[src/rtl/chnl_tx_driver_256.sv]
// chnl_tx_driver_256
//   User-side transmitter for a 256-bit RIFFA CHNL_TX channel. Takes one
//   descriptor (length in words, offset, last) and a show-ahead source stream.
//   It drives the full channel write handshake. Beat counting, the 2-entry
//   output buffer and masking of the final partial beat are handled here.
//
// Ports
//   CLK, RST                 clock, asynchronous active-high reset
//   REQ/REQ_READY            descriptor handshake (accepted when both high)
//   REQ_LEN/REQ_OFF/REQ_LAST descriptor fields, sampled only on accept
//   SRC_DATA/SRC_VALID       show-ahead source beat, word 0 in bits [31:0]
//   SRC_REN                  pops the current source beat
//   DONE/DONE_LEN            completion pulse and words sent (held)
//   CHNL_TX/CHNL_TX_ACK      channel write request / acceptance
//   CHNL_TX_LAST/LEN/OFF     registered descriptor seen by the channel
//   CHNL_TX_DATA/_VALID/_REN output beat; a beat moves when VALID && REN
//
// Handshake rules: every valid/ready pair transfers on the rising CLK edge
// where both are high. Valid never depends combinationally on its ready.
// SRC_REN is a pop strobe qualified by SRC_VALID, and the same rule applies.
module chnl_tx_driver_256 #(
  parameter int C_DATA_WIDTH     = 256,
  parameter int C_WORDS_PER_BEAT = C_DATA_WIDTH / 32
) (
  input  logic                    CLK,
  input  logic                    RST,
  input  logic                    REQ,
  output logic                    REQ_READY,
  input  logic [31:0]             REQ_LEN,
  input  logic [30:0]             REQ_OFF,
  input  logic                    REQ_LAST,
  input  logic [C_DATA_WIDTH-1:0] SRC_DATA,
  input  logic                    SRC_VALID,
  output logic                    SRC_REN,
  output logic                    DONE,
  output logic [31:0]             DONE_LEN,
  output logic                    CHNL_TX,
  input  logic                    CHNL_TX_ACK,
  output logic                    CHNL_TX_LAST,
  output logic [31:0]             CHNL_TX_LEN,
  output logic [30:0]             CHNL_TX_OFF,
  output logic [C_DATA_WIDTH-1:0] CHNL_TX_DATA,
  output logic                    CHNL_TX_DATA_VALID,
  input  logic                    CHNL_TX_DATA_REN
);

  typedef enum logic [1:0] {
    IDLE     = 2'd0,
    WAIT_ACK = 2'd1,
    DATA     = 2'd2
  } state_t;

  state_t                  state;
  logic [29:0]             beats;
  logic [29:0]             fetched;
  logic [29:0]             sent;
  logic [2:0]              rem;
  logic [1:0]              occ;
  logic                    wr_ptr;
  logic                    rd_ptr;
  logic [C_DATA_WIDTH-1:0] buf_mem [2];
  logic [C_DATA_WIDTH-1:0] push_data;
  logic [29:0]             req_beats;
  logic                    xfer;

  // Ceiling of LEN/8 without overflow: LEN=0xFFFFFFFF gives 0x20000000.
  assign req_beats = {1'b0, REQ_LEN[31:3]} + {29'd0, |REQ_LEN[2:0]};

  // Fetch is gated only by registered state, so nothing in the channel's
  // REN path reaches SRC_REN combinationally.
  assign SRC_REN            = (state == DATA) && SRC_VALID &&
                              (fetched != beats) && (occ != 2'd2);
  assign CHNL_TX_DATA_VALID = (occ != 2'd0);
  assign CHNL_TX_DATA       = buf_mem[rd_ptr];
  assign xfer               = CHNL_TX_DATA_VALID && CHNL_TX_DATA_REN;

  // The final beat of a transaction whose length is not a multiple of 8
  // words has its upper words zeroed as it enters the buffer.
  always_comb begin
    push_data = SRC_DATA;
    if ((fetched == beats - 30'd1) && (rem != 3'd0)) begin
      for (int w = 0; w < C_WORDS_PER_BEAT; w++) begin
        if (w >= int'(rem)) push_data[w*32 +: 32] = '0;
      end
    end
  end

  always_ff @(posedge CLK or posedge RST) begin
    if (RST) begin
      state        <= IDLE;
      REQ_READY    <= 1'b0;
      CHNL_TX      <= 1'b0;
      CHNL_TX_LEN  <= '0;
      CHNL_TX_OFF  <= '0;
      CHNL_TX_LAST <= 1'b0;
      DONE         <= 1'b0;
      DONE_LEN     <= '0;
      beats        <= '0;
      rem          <= '0;
      fetched      <= '0;
      sent         <= '0;
      occ          <= '0;
      wr_ptr       <= 1'b0;
      rd_ptr       <= 1'b0;
      for (int i = 0; i < 2; i++) buf_mem[i] <= '0;
    end else begin
      DONE <= 1'b0;
      case (state)
        IDLE: begin
          REQ_READY <= 1'b1;
          if (REQ && REQ_READY) begin
            CHNL_TX_LEN  <= REQ_LEN;
            CHNL_TX_OFF  <= REQ_OFF;
            CHNL_TX_LAST <= REQ_LAST;
            beats        <= req_beats;
            rem          <= REQ_LEN[2:0];
            fetched      <= '0;
            sent         <= '0;
            occ          <= '0;
            wr_ptr       <= 1'b0;
            rd_ptr       <= 1'b0;
            CHNL_TX      <= 1'b1;
            REQ_READY    <= 1'b0;
            state        <= WAIT_ACK;
          end
        end
        WAIT_ACK: begin
          if (CHNL_TX_ACK) begin
            if (beats == 30'd0) begin
              // Zero-length transaction completes on the acknowledge.
              CHNL_TX   <= 1'b0;
              DONE      <= 1'b1;
              DONE_LEN  <= CHNL_TX_LEN;
              REQ_READY <= 1'b1;
              state     <= IDLE;
            end else begin
              state <= DATA;
            end
          end
        end
        DATA: begin
          if (SRC_REN) begin
            buf_mem[wr_ptr] <= push_data;
            wr_ptr          <= ~wr_ptr;
            fetched         <= fetched + 30'd1;
          end
          if (xfer) begin
            rd_ptr <= ~rd_ptr;
            sent   <= sent + 30'd1;
          end
          occ <= occ + {1'b0, SRC_REN} - {1'b0, xfer};
          if (xfer && (sent + 30'd1 == beats)) begin
            CHNL_TX   <= 1'b0;
            DONE      <= 1'b1;
            DONE_LEN  <= CHNL_TX_LEN;
            REQ_READY <= 1'b1;
            occ       <= '0;
            wr_ptr    <= 1'b0;
            rd_ptr    <= 1'b0;
            state     <= IDLE;
          end
        end
        default: state <= IDLE;
      endcase
    end
  end

endmodule

[config.mk]
export PLATFORM = sky130hd
export DESIGN_NAME = chnl_tx_driver_256
export DESIGN_NICKNAME = d
export VERILOG_FILES = /design/src/rtl/chnl_tx_driver_256.sv
export SDC_FILE = /design/constraint.sdc
export NUM_CORES = 2
export LEC_CHECK = 0
export BUFFER_PORTS_ARGS = -buffer_cell sky130_fd_sc_hd__buf_4
export CAP_MARGIN = 20
export CORE_MARGIN = 3
export CORE_UTILIZATION = 40
export CTS_CLUSTER_SIZE = 8
export DETAILED_ROUTE_END_ITERATION = 16
export GPL_ROUTABILITY_DRIVEN = 0
export GPL_TIMING_DRIVEN = 0
export HOLD_SLACK_MARGIN = 0.1
export PLACE_DENSITY = 0.58
export SYNTH_ARGS = -nofsm -noshare
export SYNTH_HDL_FRONTEND = slang
export SYNTH_SLANG_ARGS = --single-unit
[constraint.sdc]
create_clock -name CLK -period 76.7 [get_ports CLK]
set_input_delay 15.34 -clock CLK [delete_from_list [all_inputs] [get_ports CLK]]
set_output_delay 15.34 -clock CLK [all_outputs]
set_load 0.05 [all_outputs]
==> summary.md <==
| Metric | Value |
|---|---|
| Global-route wire length before repair | `193000 um` |
| Number of cell rows | `108` |
| Most instantiated flip-flop cell in the synthesis netlist | `sky130_fd_sc_hd__dfrtp_1` |
| Top Layer Used | `met5` |
| Routed Wire Length | `around 130000 um` |
| Leak pwr | `21.2 nW` |
| TritonCTS buffer count | `99` |
| Synthesis warning total | `0` |
| Initial antenna violation count | `25` |
| Switching share of power | `0.470` |
| Most frequent cell on the critical path | `sky130_fd_sc_hd__buf_4` |
| Internal power of the cells | `0.00108 W` |
| Multi-input combinational cell area | `16500 um^2` |
| Netlist Area Pre-Place | `35500 um^2` |
| Clk sinks | `707` |
| Root buf cell | `sky130_fd_sc_hd__clkbuf_16` |
| Most area-consuming cells after synthesis | `sky130_fd_sc_hd__dfrtp_1 (50%), sky130_fd_sc_hd__mux2i_1 (11%), sky130_fd_sc_hd__mux2_2 (8.6%)` |
| Pre-Repair DR Iteration Count | `5` |
| Sequential-to-total area share from yosys stat | `0.499` |
| Normalized max-slew margin | `0.275` |
| Filler cell count in the final layout | `8120` |
| Via count | `between 20000 and 30000` |
| Via count of the first global-routing pass | `around 30000` |
| Max Clock Freq | `31.7 MHz` |
| Post-synth EDFFs | `0` |
| Per-cell routed wire length | `23.6 um` |
| Cell type group with the largest total delay on the critical path | `buffers and inverters` |
| Largest stage delay on the critical path | `0.23 ns` |
| Clock period minus final worst setup slack | `31.59 ns` |
| Hold Violations, Final | `0` |
| Part of the total power dissipated in sequential elements | `0.286` |
| Layout Area Growth over Synthesis | `26.7%` |
| Number of setup violations in the final report | `0` |
| Top cell type's share of synthesized area | `0.499` |
| Net total in the final layout | `about 4600` |
| TritonCTS clock tree | `yes` |
| Pin count of the biggest net entering global routing | `about 120` |
| Period utilization | `0.412` |
| Met2 layer wire length in the routed design | `between 60000 and 70000 um` |
| Cell taking the most area after synthesis | `sky130_fd_sc_hd__dfrtp_1` |
| Worst Tran Pin Value | `1.09 ns` |
| Highest fanout seen on the critical path | `11` |
| Pwr/cell area | `~45 nW/um^2` |
| Number of instances in the synthesized netlist | `3441` |
| CP required | `61.36 ns` |
| GRT Overall Usage | `0.269` |
| Resized Gates After CTS | `0` |
| Sum of negative setup slack | `0 ns` |
| Total design power | `0.00204 W` |
| Post-synthesis sequential element count | `707` |
| Final worst slack | `45.11 ns` |
| Post-synth net total | `~3800` |
| Initial core utilization | `0.406` |
| Post-route DRC | `0` |
| Status | `complete, no violations` |
| # port buffers | `682` |
| Clock transition time at the flip-flop clock pins of the worst setup and hold paths | `about 0.050 ns` |
| Setup Crit Path Kind | `in -> out` |
| Setup crit start kind | `input port` |
| Max-cap violations | `0` |
| Flip-flop and latch area | `approximately 18000 um^2` |
| Layout Utilization | `0.515` |
| Setup Skew | `0.0357 ns` |
| Share of post-route cells with drive strength above 1 | `0.277` |
| Switching Power | `0.000957 W` |
| Die Outline Area | `slightly above 90000 um^2` |
| Vias per std cell | `5.36` |
| Clock share of power | `0.195` |
| Insertion delay of the later-clocked pin in the worst-skew pair | `0.65 ns` |
| Routed length on met1 | `55300 um` |
| Buf+Inv Stages, Crit Path | `3` |
| Combinational power share | `0.520` |
| CTS max path bufs | `3` |
| List of cells traversed by the critical path | `buf_4 -> o211ai_1 -> a31oi_2 -> buf_6 -> buf_4` |
| Placeable Area | `87300 um^2` |
| Fraction of registers with async set/reset | `1.00` |
| Peak ir drop on the vdd network | `0.0000399 V` |
| Final slew viol count | `0` |
| Critical Path End Type | `output port` |
| Avg Cell Area, Syn | `10.3 um^2` |
| Post-CTS setup buffers | `0` |
| Vertical extent of the die | `304 um` |
| Top-level port count | `683` |
| Slowest library cell on the worst path | `sky130_fd_sc_hd__buf_4` |
| # H-tree levels | `3` |
| Unrepaired setup endpoints after global routing | `false` |
| Hold buffer count at cts | `0` |
| Post-synth top cells | `sky130_fd_sc_hd__dfrtp_1 (707), sky130_fd_sc_hd__nand2_1 (643), sky130_fd_sc_hd__a21oi_1 (407)` |
| Worst path arrival time | `16.25 ns` |
| Min-delay worst type | `reg -> reg` |
| Horizontal die dimension | `approximately 300 um` |
| DRT antenna net count | `0` |
| Most frequent cell after synthesis | `sky130_fd_sc_hd__dfrtp_1` |
| Post-DP HPWL | `95300 um` |
| Setup slack at placement | `45.11 ns` |
| Overflow left after global routing | `0` |
| Distinct cell type count of the synthesized netlist | `74` |
| DRC marker count from the first detailed-route iteration | `2004` |
| Met3 wirelength from detailed routing | `8340 um` |
==> power groups by stage <==
stage	combinational, W	sequential (W)	clock, W
2_1_floorplan	0.000652	0.000649	0
3_3_place_gp	0.00106	0.000586	0
3_5_place_dp	0.00106	0.000585	0
4_1_cts	0.00106	0.000581	0.000405
5_1_grt	0.00112	0.000597	0.000419
6_report	0.00106	0.000582	0.000396
==> final timing paths <==
path	startpoint	endpoint	slack, ns	depth (start not counted)
setup / recovery	SRC_VALID	SRC_REN	45.11	5
hold / removal	buf_mem[266]$_DFFE_PP0P_	buf_mem[266]$_DFFE_PP0P_	0.47	2
setup reg to reg	sent[0]$_DFFE_PP0P_	DONE_LEN[2]$_DFFE_PP0P_	71.64	12
hold reg to reg	buf_mem[266]$_DFFE_PP0P_	buf_mem[266]$_DFFE_PP0P_	0.47	2
max in group asynchronous	RST	buf_mem[13]$_DFFE_PP0P_	59.51	6
min in group asynchronous	RST	CHNL_TX_OFF[16]$_DFFE_PP0P_	14.72	2
==> placed cells by master (no fill, tap or decap), drive strengths merged, types with 5 or more instances in the layout <==
cell / count
a32o: 5
nor4: 19
nor2b: 7
nand4b: 5
dfrtp: 707
a31oi: 12
clkinv: 6
inv: 22
nand3: 42
a22o: 31
mux2: 301
o21ai: 138
a211oi: 8
a21oi: 407
and4: 10
diode: 17
buf: 766
nor3b: 5
clkbuf: 312
o31ai: 5
xnor2: 63
nand2b: 14
a21o: 7
nor3: 36
nand2: 643
nor2: 73
and3: 29
xor2: 48
or4: 11
or3: 11
and2: 9
nand4: 26
ha: 11
mux2i: 401
==> flip-flops by register name, summed over array words and instances, names as in the netlist, 2 cells and up <==
register,flops
CHNL_TX_OFF,31
CHNL_TX_LEN,32
beats,30
buf_mem,512
sent,30
occ,2
fetched,30
DONE_LEN,32
state,2
==> stage by stage <==
stage | hold WS, ns | instance area, um^2 | instances
2_1_floorplan | 0.440 | 35500 | 3441
4_1_cts | 0.472 | 44900 | 5396
3_5_place_dp | 0.459 | 42200 | 5286
3_3_place_gp | 0.452 | 42000 | 5278
6_report | 0.465 | 44900 | 5415
5_1_grt | 0.483 | 44900 | 5411
==> kinds of logic (layout without fill, tap and decap cells) <==
family / count (synthesis) / after routing / share of synthesized area
other: 0 / 17 / 0
buffers and inverters: 304 / 1106 / 0.0373
adders and majority gates: 11 / 11 / 0.00388
and+or+nand+nor: 955 / 955 / 0.118
muxes: 702 / 702 / 0.212
DFF: 707 / 707 / 0.499
xor gates and xnor gates: 111 / 111 / 0.0274
AOI/OAI and AO/OA: 651 / 651 / 0.103
==> cell type report <==
type                       count  share of cell area
timing repair buffer         692               0.118
sequential                   707               0.394
tap                         1155              0.0322
clock buffer                 103              0.0562
clock inverter                 7             0.00281
antenna                       17            0.000947
buffer                       283              0.0277
multi-input combinational   2430               0.366
inverter                      21             0.00192
==> worst reg2reg max path, stage by stage (launching register included) <==
cell and delay [ns]:
sky130_fd_sc_hd__dfrtp_1 0.47, sky130_fd_sc_hd__ha_1 0.29, sky130_fd_sc_hd__nand4_1 0.27, sky130_fd_sc_hd__nor2_1 0.54, sky130_fd_sc_hd__nand2_1 0.20, sky130_fd_sc_hd__nor3_1 0.58, sky130_fd_sc_hd__a21oi_1 0.09, sky130_fd_sc_hd__a2111o_1 0.41
sky130_fd_sc_hd__or4_1 0.54, sky130_fd_sc_hd__buf_2 0.22, sky130_fd_sc_hd__a211oi_4 0.66, sky130_fd_sc_hd__buf_6 0.34, sky130_fd_sc_hd__mux2_4 0.33
==> metal layers <==
metal	vias to the layer above	GRT usage
met4	14	0.0784
li1	13600	-
met2	822	0.440
met3	171	0.0654
met5	-	0
met1	14500	0.356
(Power assumes the default switching activity.)
